==> src/rtl/spi_txn_arbiter_if.sv <==
// Requester-side and SPI-master-side signal bundle for spi_txn_arbiter.
// The master modport is the arbiter's view; the slave modport is the environment's.
interface spi_txn_arbiter_if #(
  parameter int NREQ = 2
) ();
  logic [NREQ-1:0]   req;
  logic [4*NREQ-1:0] req_len;
  logic [8*NREQ-1:0] req_wdata;
  logic [NREQ-1:0]   grant;
  logic [NREQ-1:0]   ack;
  logic [NREQ-1:0]   done;
  logic [NREQ-1:0]   err;
  logic [7:0]        rdata;
  logic              spi_start;
  logic [7:0]        spi_wdata;
  logic              spi_ready;
  logic [7:0]        spi_rdata;
  logic [NREQ-1:0]   spi_cs_n;

  modport master (
    input  req, req_len, req_wdata, spi_ready, spi_rdata,
    output grant, ack, done, err, rdata, spi_start, spi_wdata, spi_cs_n
  );

  modport slave (
    output req, req_len, req_wdata, spi_ready, spi_rdata,
    input  grant, ack, done, err, rdata, spi_start, spi_wdata, spi_cs_n
  );
endinterface

==> src/rtl/spi_txn_arbiter.sv <==
// Round-robin arbiter that shares one byte-level SPI master between NREQ requesters,
// sequencing CS setup, N byte exchanges and CS hold for each granted transaction.
module spi_txn_arbiter #(
  parameter int NREQ     = 2,
  parameter int CS_SETUP = 2,
  parameter int CS_HOLD  = 2,
  parameter int TIMEOUT  = 255
) (
  input  logic               clk,
  input  logic               resetn,
  spi_txn_arbiter_if.master  bus
);

  localparam int IW = $clog2(NREQ);
  // SETUP plus the START cycle together give CS_SETUP cycles of CS before the strobe.
  localparam logic [3:0] SETUP_LAST = 4'((CS_SETUP > 1) ? CS_SETUP - 2 : 0);
  localparam logic [3:0] HOLD_LAST  = 4'(CS_HOLD - 1);
  localparam logic [7:0] TMO_LAST   = 8'(TIMEOUT - 1);

  typedef enum logic [2:0] {
    IDLE, SETUP, START, WAIT_ACK, WAIT_DONE, HOLD
  } state_t;

  state_t          state;
  logic [IW-1:0]   rr_ptr;
  logic [IW-1:0]   g;
  logic [3:0]      len;
  logic [3:0]      phase_cnt;
  logic [7:0]      tmo_cnt;
  logic [NREQ-1:0] grant_r;
  logic [NREQ-1:0] ack_r;
  logic [NREQ-1:0] done_r;
  logic [NREQ-1:0] err_r;
  logic [NREQ-1:0] cs_n_r;
  logic [7:0]      rdata_r;
  logic [7:0]      spi_wdata_r;
  logic            spi_start_r;

  logic [IW-1:0]   pick;
  logic [3:0]      pick_len;
  logic [7:0]      cur_wdata;

  // First set request searching upward from ptr+1; the outer loop runs from the
  // farthest distance down so the nearest candidate is written last.
  function automatic logic [IW-1:0] rr_pick(input logic [NREQ-1:0] r,
                                            input logic [IW-1:0] ptr);
    logic [IW-1:0] sel;
    sel = ptr;
    for (int k = NREQ; k >= 1; k--) begin
      for (int i = 0; i < NREQ; i++) begin
        if (r[i] && ((int'(ptr) + k) % NREQ) == i) sel = IW'(i);
      end
    end
    return sel;
  endfunction

  always_comb begin
    pick      = rr_pick(bus.req, rr_ptr);
    pick_len  = '0;
    cur_wdata = '0;
    for (int i = 0; i < NREQ; i++) begin
      if (pick == IW'(i)) pick_len = bus.req_len[4*i +: 4];
      if (g == IW'(i))    cur_wdata = bus.req_wdata[8*i +: 8];
    end
  end

  always_ff @(posedge clk or negedge resetn) begin
    if (!resetn) begin
      state       <= IDLE;
      rr_ptr      <= IW'(NREQ - 1);
      g           <= '0;
      len         <= '0;
      phase_cnt   <= '0;
      tmo_cnt     <= '0;
      grant_r     <= '0;
      ack_r       <= '0;
      done_r      <= '0;
      err_r       <= '0;
      cs_n_r      <= '1;
      rdata_r     <= '0;
      spi_wdata_r <= '0;
      spi_start_r <= 1'b0;
    end else begin
      ack_r       <= '0;
      done_r      <= '0;
      err_r       <= '0;
      spi_start_r <= 1'b0;
      case (state)
        IDLE: begin
          if (|bus.req) begin
            g         <= pick;
            len       <= pick_len;
            grant_r   <= NREQ'(1) << pick;
            cs_n_r    <= ~(NREQ'(1) << pick);
            phase_cnt <= '0;
            state     <= (CS_SETUP == 1) ? START : SETUP;
          end
        end
        SETUP: begin
          if (phase_cnt == SETUP_LAST) state <= START;
          else                         phase_cnt <= phase_cnt + 4'd1;
        end
        START: begin
          spi_start_r <= 1'b1;
          spi_wdata_r <= cur_wdata;
          tmo_cnt     <= '0;
          state       <= WAIT_ACK;
        end
        WAIT_ACK: begin
          if (!bus.spi_ready) begin
            tmo_cnt <= '0;
            state   <= WAIT_DONE;
          end else if (tmo_cnt == TMO_LAST) begin
            cs_n_r  <= '1;
            err_r   <= grant_r;
            grant_r <= '0;
            rr_ptr  <= g;
            state   <= IDLE;
          end else begin
            tmo_cnt <= tmo_cnt + 8'd1;
          end
        end
        WAIT_DONE: begin
          if (bus.spi_ready) begin
            rdata_r <= bus.spi_rdata;
            ack_r   <= grant_r;
            if (len != 4'd0) begin
              len   <= len - 4'd1;
              state <= START;
            end else begin
              phase_cnt <= '0;
              state     <= HOLD;
            end
          end else if (tmo_cnt == TMO_LAST) begin
            cs_n_r  <= '1;
            err_r   <= grant_r;
            grant_r <= '0;
            rr_ptr  <= g;
            state   <= IDLE;
          end else begin
            tmo_cnt <= tmo_cnt + 8'd1;
          end
        end
        HOLD: begin
          if (phase_cnt == HOLD_LAST) begin
            cs_n_r  <= '1;
            done_r  <= grant_r;
            grant_r <= '0;
            rr_ptr  <= g;
            state   <= IDLE;
          end else begin
            phase_cnt <= phase_cnt + 4'd1;
          end
        end
        default: state <= IDLE;
      endcase
    end
  end

  // Only the granted slave may ever see its chip select low.
  cs_onehot: assert property (@(posedge clk) disable iff (!resetn) $onehot0(~cs_n_r));

  assign bus.grant     = grant_r;
  assign bus.ack       = ack_r;
  assign bus.done      = done_r;
  assign bus.err       = err_r;
  assign bus.rdata     = rdata_r;
  assign bus.spi_start = spi_start_r;
  assign bus.spi_wdata = spi_wdata_r;
  assign bus.spi_cs_n  = cs_n_r;

endmodule

==> src/flat_wrapper.sv <==
// flat-port wrapper written by rule: the top's interface ports become plain ports
module spi_txn_arbiter_flat 
#(
  parameter int NREQ     = 2,
  parameter int CS_SETUP = 2,
  parameter int CS_HOLD  = 2,
  parameter int TIMEOUT  = 255
)
  (clk, resetn, bus_req, bus_req_len, bus_req_wdata, bus_spi_ready, bus_spi_rdata, bus_grant, bus_ack, bus_done, bus_err, bus_rdata, bus_spi_start, bus_spi_wdata, bus_spi_cs_n);
  spi_txn_arbiter_if #(.NREQ(NREQ)) bus_i ();
  input  logic clk;
  input  logic resetn;
  input wire logic [$bits(bus_i.req)-1:0] bus_req;
  input wire logic [$bits(bus_i.req_len)-1:0] bus_req_len;
  input wire logic [$bits(bus_i.req_wdata)-1:0] bus_req_wdata;
  input wire logic [$bits(bus_i.spi_ready)-1:0] bus_spi_ready;
  input wire logic [$bits(bus_i.spi_rdata)-1:0] bus_spi_rdata;
  output wire logic [$bits(bus_i.grant)-1:0] bus_grant;
  output wire logic [$bits(bus_i.ack)-1:0] bus_ack;
  output wire logic [$bits(bus_i.done)-1:0] bus_done;
  output wire logic [$bits(bus_i.err)-1:0] bus_err;
  output wire logic [$bits(bus_i.rdata)-1:0] bus_rdata;
  output wire logic [$bits(bus_i.spi_start)-1:0] bus_spi_start;
  output wire logic [$bits(bus_i.spi_wdata)-1:0] bus_spi_wdata;
  output wire logic [$bits(bus_i.spi_cs_n)-1:0] bus_spi_cs_n;
  assign bus_i.req = bus_req;
  assign bus_i.req_len = bus_req_len;
  assign bus_i.req_wdata = bus_req_wdata;
  assign bus_i.spi_ready = bus_spi_ready;
  assign bus_i.spi_rdata = bus_spi_rdata;
  assign bus_grant = bus_i.grant;
  assign bus_ack = bus_i.ack;
  assign bus_done = bus_i.done;
  assign bus_err = bus_i.err;
  assign bus_rdata = bus_i.rdata;
  assign bus_spi_start = bus_i.spi_start;
  assign bus_spi_wdata = bus_i.spi_wdata;
  assign bus_spi_cs_n = bus_i.spi_cs_n;
  spi_txn_arbiter #(.NREQ(NREQ), .CS_SETUP(CS_SETUP), .CS_HOLD(CS_HOLD), .TIMEOUT(TIMEOUT)) u_core (.clk(clk), .resetn(resetn), .bus(bus_i));
endmodule
==> config.mk <==
export PLATFORM = sky130hd
export DESIGN_NAME = spi_txn_arbiter_flat
export DESIGN_NICKNAME = d
export VERILOG_FILES = /design/src/rtl/spi_txn_arbiter_if.sv /design/src/rtl/spi_txn_arbiter.sv /design/src/flat_wrapper.sv
export SDC_FILE = /design/constraint.sdc
export NUM_CORES = 1
export LEC_CHECK = 0
export BUFFER_PORTS_ARGS = -buffer_cell sky130_fd_sc_hd__buf_2
export CORE_MARGIN = 1
export CORE_UTILIZATION = 53
export CTS_CLUSTER_DIAMETER = 200
export DETAILED_ROUTE_END_ITERATION = 7
export HOLD_SLACK_MARGIN = 0.02
export PLACE_DENSITY = 0.8
export SYNTH_ARGS = -nofsm -noshare
export SYNTH_HDL_FRONTEND = slang
export SYNTH_SLANG_ARGS = --single-unit
==> constraint.sdc <==
create_clock -name clk -period 2.02 [get_ports clk]
set_input_delay 0.505 -clock clk [delete_from_list [all_inputs] [get_ports clk]]
set_output_delay 0.505 -clock clk [all_outputs]
set_load 0.01 [all_outputs]
Yosys cells after proc, flatten, opt, wreduce, memory -nomap -nowiden
Cells that the tools add are included.
{"block": "totals", "regBits": 48, "latch_bits": 0, "n_memories": 0, "output_inout_bits": 27, "mem_bits_ro": 0, "elab_cells": 119, "ram_bits": 0, "inputBits": 37}
{"block": "classes", "mux": 54, "n_bitwise": 3, "div_mod_pow": 0, "add_sub_neg": 5, "n_reduce_logical": 23, "eq_ne": 19, "magnitude_cmp": 0, "shift": 1, "mul": 0}
{"op": "$logic_not A32 Y1", "n": 2}
{"op": "$mux W4", "n": 9}
{"op": "$mux W2", "n": 17}
{"op": "$mux W8", "n": 4}
{"op": "$pmux W8 S3", "n": 1}
{"op": "$mux W3", "n": 7}
{"op": "$pmux W3 S6", "n": 1}
{"op": "$pmux W2 S4", "n": 2}
{"op": "$pmux W4 S4", "n": 1}
{"op": "$ne A2 B2 Y1 const B", "n": 6}
{"op": "$reduce_bool A4 Y1", "n": 3}
{"op": "$mux W1", "n": 9}
{"op": "$add A8 B1 Y8 const B", "n": 1}
{"op": "$eq A8 B8 Y1 const B", "n": 1}
{"op": "$ne A2 B1 Y1 const B", "n": 4}
{"op": "$pmux W4 S2", "n": 1}
{"op": "$reduce_and A4 Y1", "n": 2}
{"op": "$eq A3 B2 Y1 const B", "n": 2}
{"op": "$eq A3 B3 Y1 const B", "n": 2}
{"op": "$reduce_and A2 Y1", "n": 3}
{"op": "$reduce_and A6 Y1", "n": 1}
{"op": "$reduce_bool A3 Y1", "n": 2}
{"op": "$reduce_and A5 Y1", "n": 1}
{"op": "$add A4 B1 Y4 const B", "n": 1}
{"op": "16 further kinds", "n": 22}

Depth between registers and ports, before layout
{"block": "logic_depth", "word_depth": 12, "depth_mapped": 6, "mapped_depth_nobuf": 6}

Worst setup path after synthesis
No wires, ideal clock.
{"block": "synth_path", "path_kind": "reg-to-reg", "from": "register u_core.len[0]", "to": "register u_core.len[0]", "path_buffers": 0, "period_less_slack_ns": 1.838, "t_required_ns": 1.879, "stages_incl_launch_ff": 7, "setup_time_ns": 0.141, "setup_slack_ns": 0.182, "arrival_time_ns": 1.697, "cell_sequence": "dfrtp_1 > inv_1 > ha_1 > or3b_1 > a22oi_1 > mux2i_1 > o31ai_1"}
{"block": "synth_between", "elab_chain_len": 4, "elab_cells_between_ends": 7, "classes_between": "add/sub (1); eq/ne (1); mux (3); reduce/logical (2)"}
{"element": "from (decl)", "line": "spi_txn_arbiter.sv:27", "source": "logic [3:0] len;"}
{"element": "from (signal assigned)", "line": "spi_txn_arbiter.sv:92", "source": "len <= pick_len;"}
{"element": "from (signal assigned)", "line": "spi_txn_arbiter.sv:128", "source": "len <= len - 4'd1;"}
{"element": "$sub A4 B1 Y4", "line": "spi_txn_arbiter.sv:128"}
{"element": "$mux W4", "line": "spi_txn_arbiter.sv:127", "source": "if (len != 4'd0) begin"}
{"element": "$mux W4", "line": "spi_txn_arbiter.sv:124", "source": "if (bus.spi_ready) begin"}
{"element": "$pmux W4 S2", "line": "spi_txn_arbiter.sv:88", "source": "case (state)"}
Parallel ways exist; a longest one is shown, timed or not. The select of a mux whose other input is x is not followed.
A chain may end at the register's enable or synchronous reset.

Worst setup path after layout
{"block": "layout_path", "from": "register u_core.phase_cnt[1]", "to": "register u_core.grant_r[1], in the netlist u_core.bus.grant[1]"}
{"block": "layout_between", "elab_chain_len": 3}
{"element": "from (decl)", "line": "spi_txn_arbiter.sv:28", "source": "logic [3:0] phase_cnt;"}
{"element": "from (signal assigned)", "line": "spi_txn_arbiter.sv:101", "source": "else phase_cnt <= phase_cnt + 4'd1;"}
{"element": "from (signal assigned)", "line": "spi_txn_arbiter.sv:152", "source": "phase_cnt <= phase_cnt + 4'd1;"}
{"element": "$eq A4 B1 Y1", "line": "spi_txn_arbiter.sv:145", "source": "if (phase_cnt == HOLD_LAST) begin"}
{"element": "$ne A2 B1 Y1 (no source line)"}
{"element": "$reduce_and A5 Y1 (no source line)"}
{"element": "to (signal assigned)", "line": "spi_txn_arbiter.sv:93", "source": "grant_r <= NREQ'(1) << pick;"}
{"element": "to (decl)", "line": "spi_txn_arbiter.sv:30", "source": "logic [NREQ-1:0] grant_r;"}
No other way between the ends.

==> impl_metrics.toml <==
[timing]
setup_tns_ps = 0
relSlewSlack_pct = 66.5
setup_viol = 0
final_hold_viol_count = 0
post-route-period-util_pct = 94.2
slew_violations = 0
rsz0062_at_grt = "no"
tightest_slew_ps = 495
fin_worst_skew_ps = 7.61
finalCriticalPeriod_ps = 1900
clock.fmax_mhz = 526

[run_status]
status = "complete, but fails checks"
violations = "DRC"

[global_routing]
grt_pass1_vias = 1961
grtUsageTotal_pct = 22.5
antenna_found_initial = 0
grt_pass1_wl_microns = 8930
grt_max_degree = 30
grt-ovfl-total = 0

[setup_path]
critPathLaunchType = "flip-flop"
required_ps = 2220
path_class = "flip-flop to flip-flop"
cp_max_fo = 4
slowest_stage = "dfrtp_1"
r2r_start = "u_core.phase_cnt[1]$_DFFE_PN0P_"
crit_chain = "inv_1 -> ha_1 -> or3b_4 -> a22o_1 -> a221o_1 -> a21o_1"
r2r_slack_ps = 120
arrival_ps = 2100
reg2reg_to = "u_core.bus.grant[1]$_DFFE_PN0P_"
r2r_cells = 6
cp_slowest_stage_delay_ps = 420
endpoint_kind = "flip-flop"

[place]
postPlaceCellArea_sq_mm = 0.00298
io_buffer_count = 63
hpwl_microns = 3990
place_congestion = 0.885

[cells_and_area]
area_growth_pct = 23.5
fillCellCount = 323
drive_above_1_share_pct = 35.0
final_cell_area_sq_mm = 0.00313
finalNetCount = 360
regArea_sq_mm = 0.00120
multiInputGateArea_sq_mm = 0.00126
diodes = 0

[die]
die_w_microns = 71.1
rows = 24
io_pins = 64
core_area_sq_mm = 0.00447
dieArea_sq_mm = 0.00506
start_util_pct = 56.6
die_h_microns = 71.1

[logic_synthesis]
muxShareOfSynthArea_pct = 8.84
postSynthCellCount = 243
synth_top_area_cell = "dfrtp_1"
yosys_warnings = 0
yosysSeqAreaShare_pct = 47.6
synth-seq-cells = 48
synthFlopType = "dfrtp_1"
synth_common_cells = "dfrtp_1 (45), nor2_1 (21), a21oi_1 (17)"
synthAdderAreaFrac_pct = 2.96
synth_compound_area_share_pct = 20.0
yosys-top-cells-area = "dfrtp_1 (44%), mux2_2 (4.9%), mux2i_1 (4.0%), a21oi_1 (3.4%), dfstp_2 (3.1%)"
yosysMostFrequentCell = "dfrtp_1"
ys_async_sr_fraction_pct = 100
synth.cell_area_sq_mm = 0.00253
synth_top_family_by_area = "compound AO/OA/AOI/OAI gates"
synth_top_area_share_pct = 44.4
synth_edf_count = 0
syn_area_per_cell_sq_um = 10.4
ys_types = 51
synthXorXnorAreaFrac_pct = 0
synth_nets = 286
synth_simple_gate_area_share_pct = 16.8

[clock_tree]
numCtsBuffers = 5
cts.sinks = 48
clkLatencyLatePin_ps = 300
hold_buffers = 0
cts_root_buf = "clkbuf_8"
post_cts_buffers = 0
htree_levels = 2
cts_tree = "built"
clk_pin_slew_ps = 90
clockBufferDepth = 2

[power]
combPwrFrac_pct = 46.3
power_switching_mw = 1.66
max-vdd-ir-drop_v = 0.000710
clkPwrFrac_pct = 18.0
p_seq_share_pct = 35.7
p_leak_nw = 1.54
p_int_mw = 2.76
power_density_mw_per_mm2 = 1410
sw_frac_of_total_pct = 37.5

[routing]
drt_iter0_drc = 180
dr.pass1.iters = 7
routed_via_density = 5.82
drc = 7
detail_route.wl_per_cell_microns = 14.7
wl_microns = 5440
vias = 2148
ant_nets = 0

[job]
cap_violations = 0

[hold_path]
hold_path_class = "input port to async pin"
[per-stage QoR]
stage	utilization, %	setup WS, ps	std cells	total power [mW]	hold slack [ps]
after global routing	69.9	17.4	369	4.73	172
final	69.9	117	369	4.42	134
after floorplan	-	182	243	2.91	209
after detailed placement	66.6	64.7	362	3.57	466
after CTS	69.4	54.7	369	4.38	151
after global placement	66.6	151	362	3.52	463
[how the worst max path moves through the flow]
stage / from / endpoint / slack [ps] / cells past startpoint
floorplan: u_core.len[0]$_DFFE_PN0P_ / u_core.len[0]$_DFFE_PN0P_ / 180 / 6
global placement: u_core.len[0]$_DFFE_PN0P_ / u_core.phase_cnt[2]$_DFFE_PN0P_ / 150 / 6
detailed placement: u_core.len[0]$_DFFE_PN0P_ / u_core.phase_cnt[3]$_DFFE_PN0P_ / 60 / 6
CTS: u_core.len[0]$_DFFE_PN0P_ / u_core.phase_cnt[2]$_DFFE_PN0P_ / 50 / 6
global route: u_core.phase_cnt[1]$_DFFE_PN0P_ / u_core.bus.grant[0]$_DFFE_PN0P_ / 20 / 6
finish: u_core.phase_cnt[1]$_DFFE_PN0P_ / u_core.bus.grant[1]$_DFFE_PN0P_ / 120 / 6
[power groups by stage]
| stage | Clock, mW | Combinational (mW) | Sequential [mW] |
|---|---|---|---|
| after global routing | 0.839 | 2.27 | 1.62 |
| after detailed placement | 0 | 1.99 | 1.59 |
| after floorplan | 0 | 1.28 | 1.63 |
| final | 0.796 | 2.04 | 1.58 |
| after global placement | 0 | 1.94 | 1.58 |
| after CTS | 0.804 | 2.00 | 1.58 |
[kinds of logic (layout without fill, tap and decap cells)]
logic type                 after synthesis  in the layout
adders and majority gates                6              6
buffers and inverters                   21             95
muxes                                   21             21
and+or+nand+nor                         76             76
DFF                                     48             48
AOI/OAI and AO/OA                       71             71
[state kept, by name, summed over array words and instances (netlist names), 2 cells and up]
register and count:
u_core.bus.spi_cs_n 2, u_core.bus.err 2, u_core.state 3, u_core.bus.spi_wdata 8, u_core.tmo_cnt 8, u_core.bus.done 2, u_core.bus.ack 2, u_core.len 4
u_core.phase_cnt 4, u_core.bus.rdata 8, u_core.bus.grant 2
[worst max-delay path: cells and delay by family, from the launching register on]
kind                     cells  cell delay [ps]
adder cells (fa/ha/maj)      1              150
AND/OR/NAND/NOR              1              400
buffers and inverters        1               90
AO/OA/AOI/OAI                3              730
flip-flops                   1              420
[routing by layer]
layer / track usage (%) / vias to the layer above / wire length [microns]
met4: 6.89 / 0 / 82
met5: 0 / - / 0
met2: 36.6 / 100 / 2480
met1: 30.4 / 1001 / 2470
met3: 4.56 / 10 / 410
li1: - / 1037 / -
[layout make-up]
cell class              count  area share, %
repair buffers             76           13.6
multi-input cells         174           40.2
well taps                  52           2.08
clock buffers               5           2.20
clock inverters             2           1.92
inverters                  12           1.44
flip-flops and latches     48           38.5
[placed cells by master (no fill, tap or decap), types with 2 or more instances in the layout]
cell type  synthesis  final
and3b_1            2      2
and2_1             5      5
a21o_1             4      4
o31ai_1            2      2
nand2_1            9      9
a31oi_1            4      4
a21oi_1           17     17
a22oi_1            3      2
a211o_1            2      2
ha_1               6      6
o21a_1             2      2
dfstp_2            3      3
mux2_2            11     11
o2bb2ai_1          2      2
a21bo_1            3      3
nor3_1             4      3
a211oi_1           3      3
o31a_1             2      2
nand2b_1           4      4
o21ai_0           12     12
nand3_1            5      5
buf_2              6     63
o21ai_4            2      2
and4_1             2      2
buf_4              1     12
inv_1             12     12
or2_2              3      3
clkbuf_8           0      5
and3_1             4      4
a22o_1             6      6
bufinv_16          0      2
or3b_4             0      2
nor3b_1            3      3
dfrtp_1           45     45
mux2i_1           10     10
nand4_1            3      3
nor2_1            21     21
o22ai_1            2      2
[timing repair]
action                                  in CTS  in global routing
endpoints found under the setup margin       0                  9
hold endpoints to repair                     0                  0
resized for setup                            0                  5
Note: power is estimated with default switching activity, not from simulation.
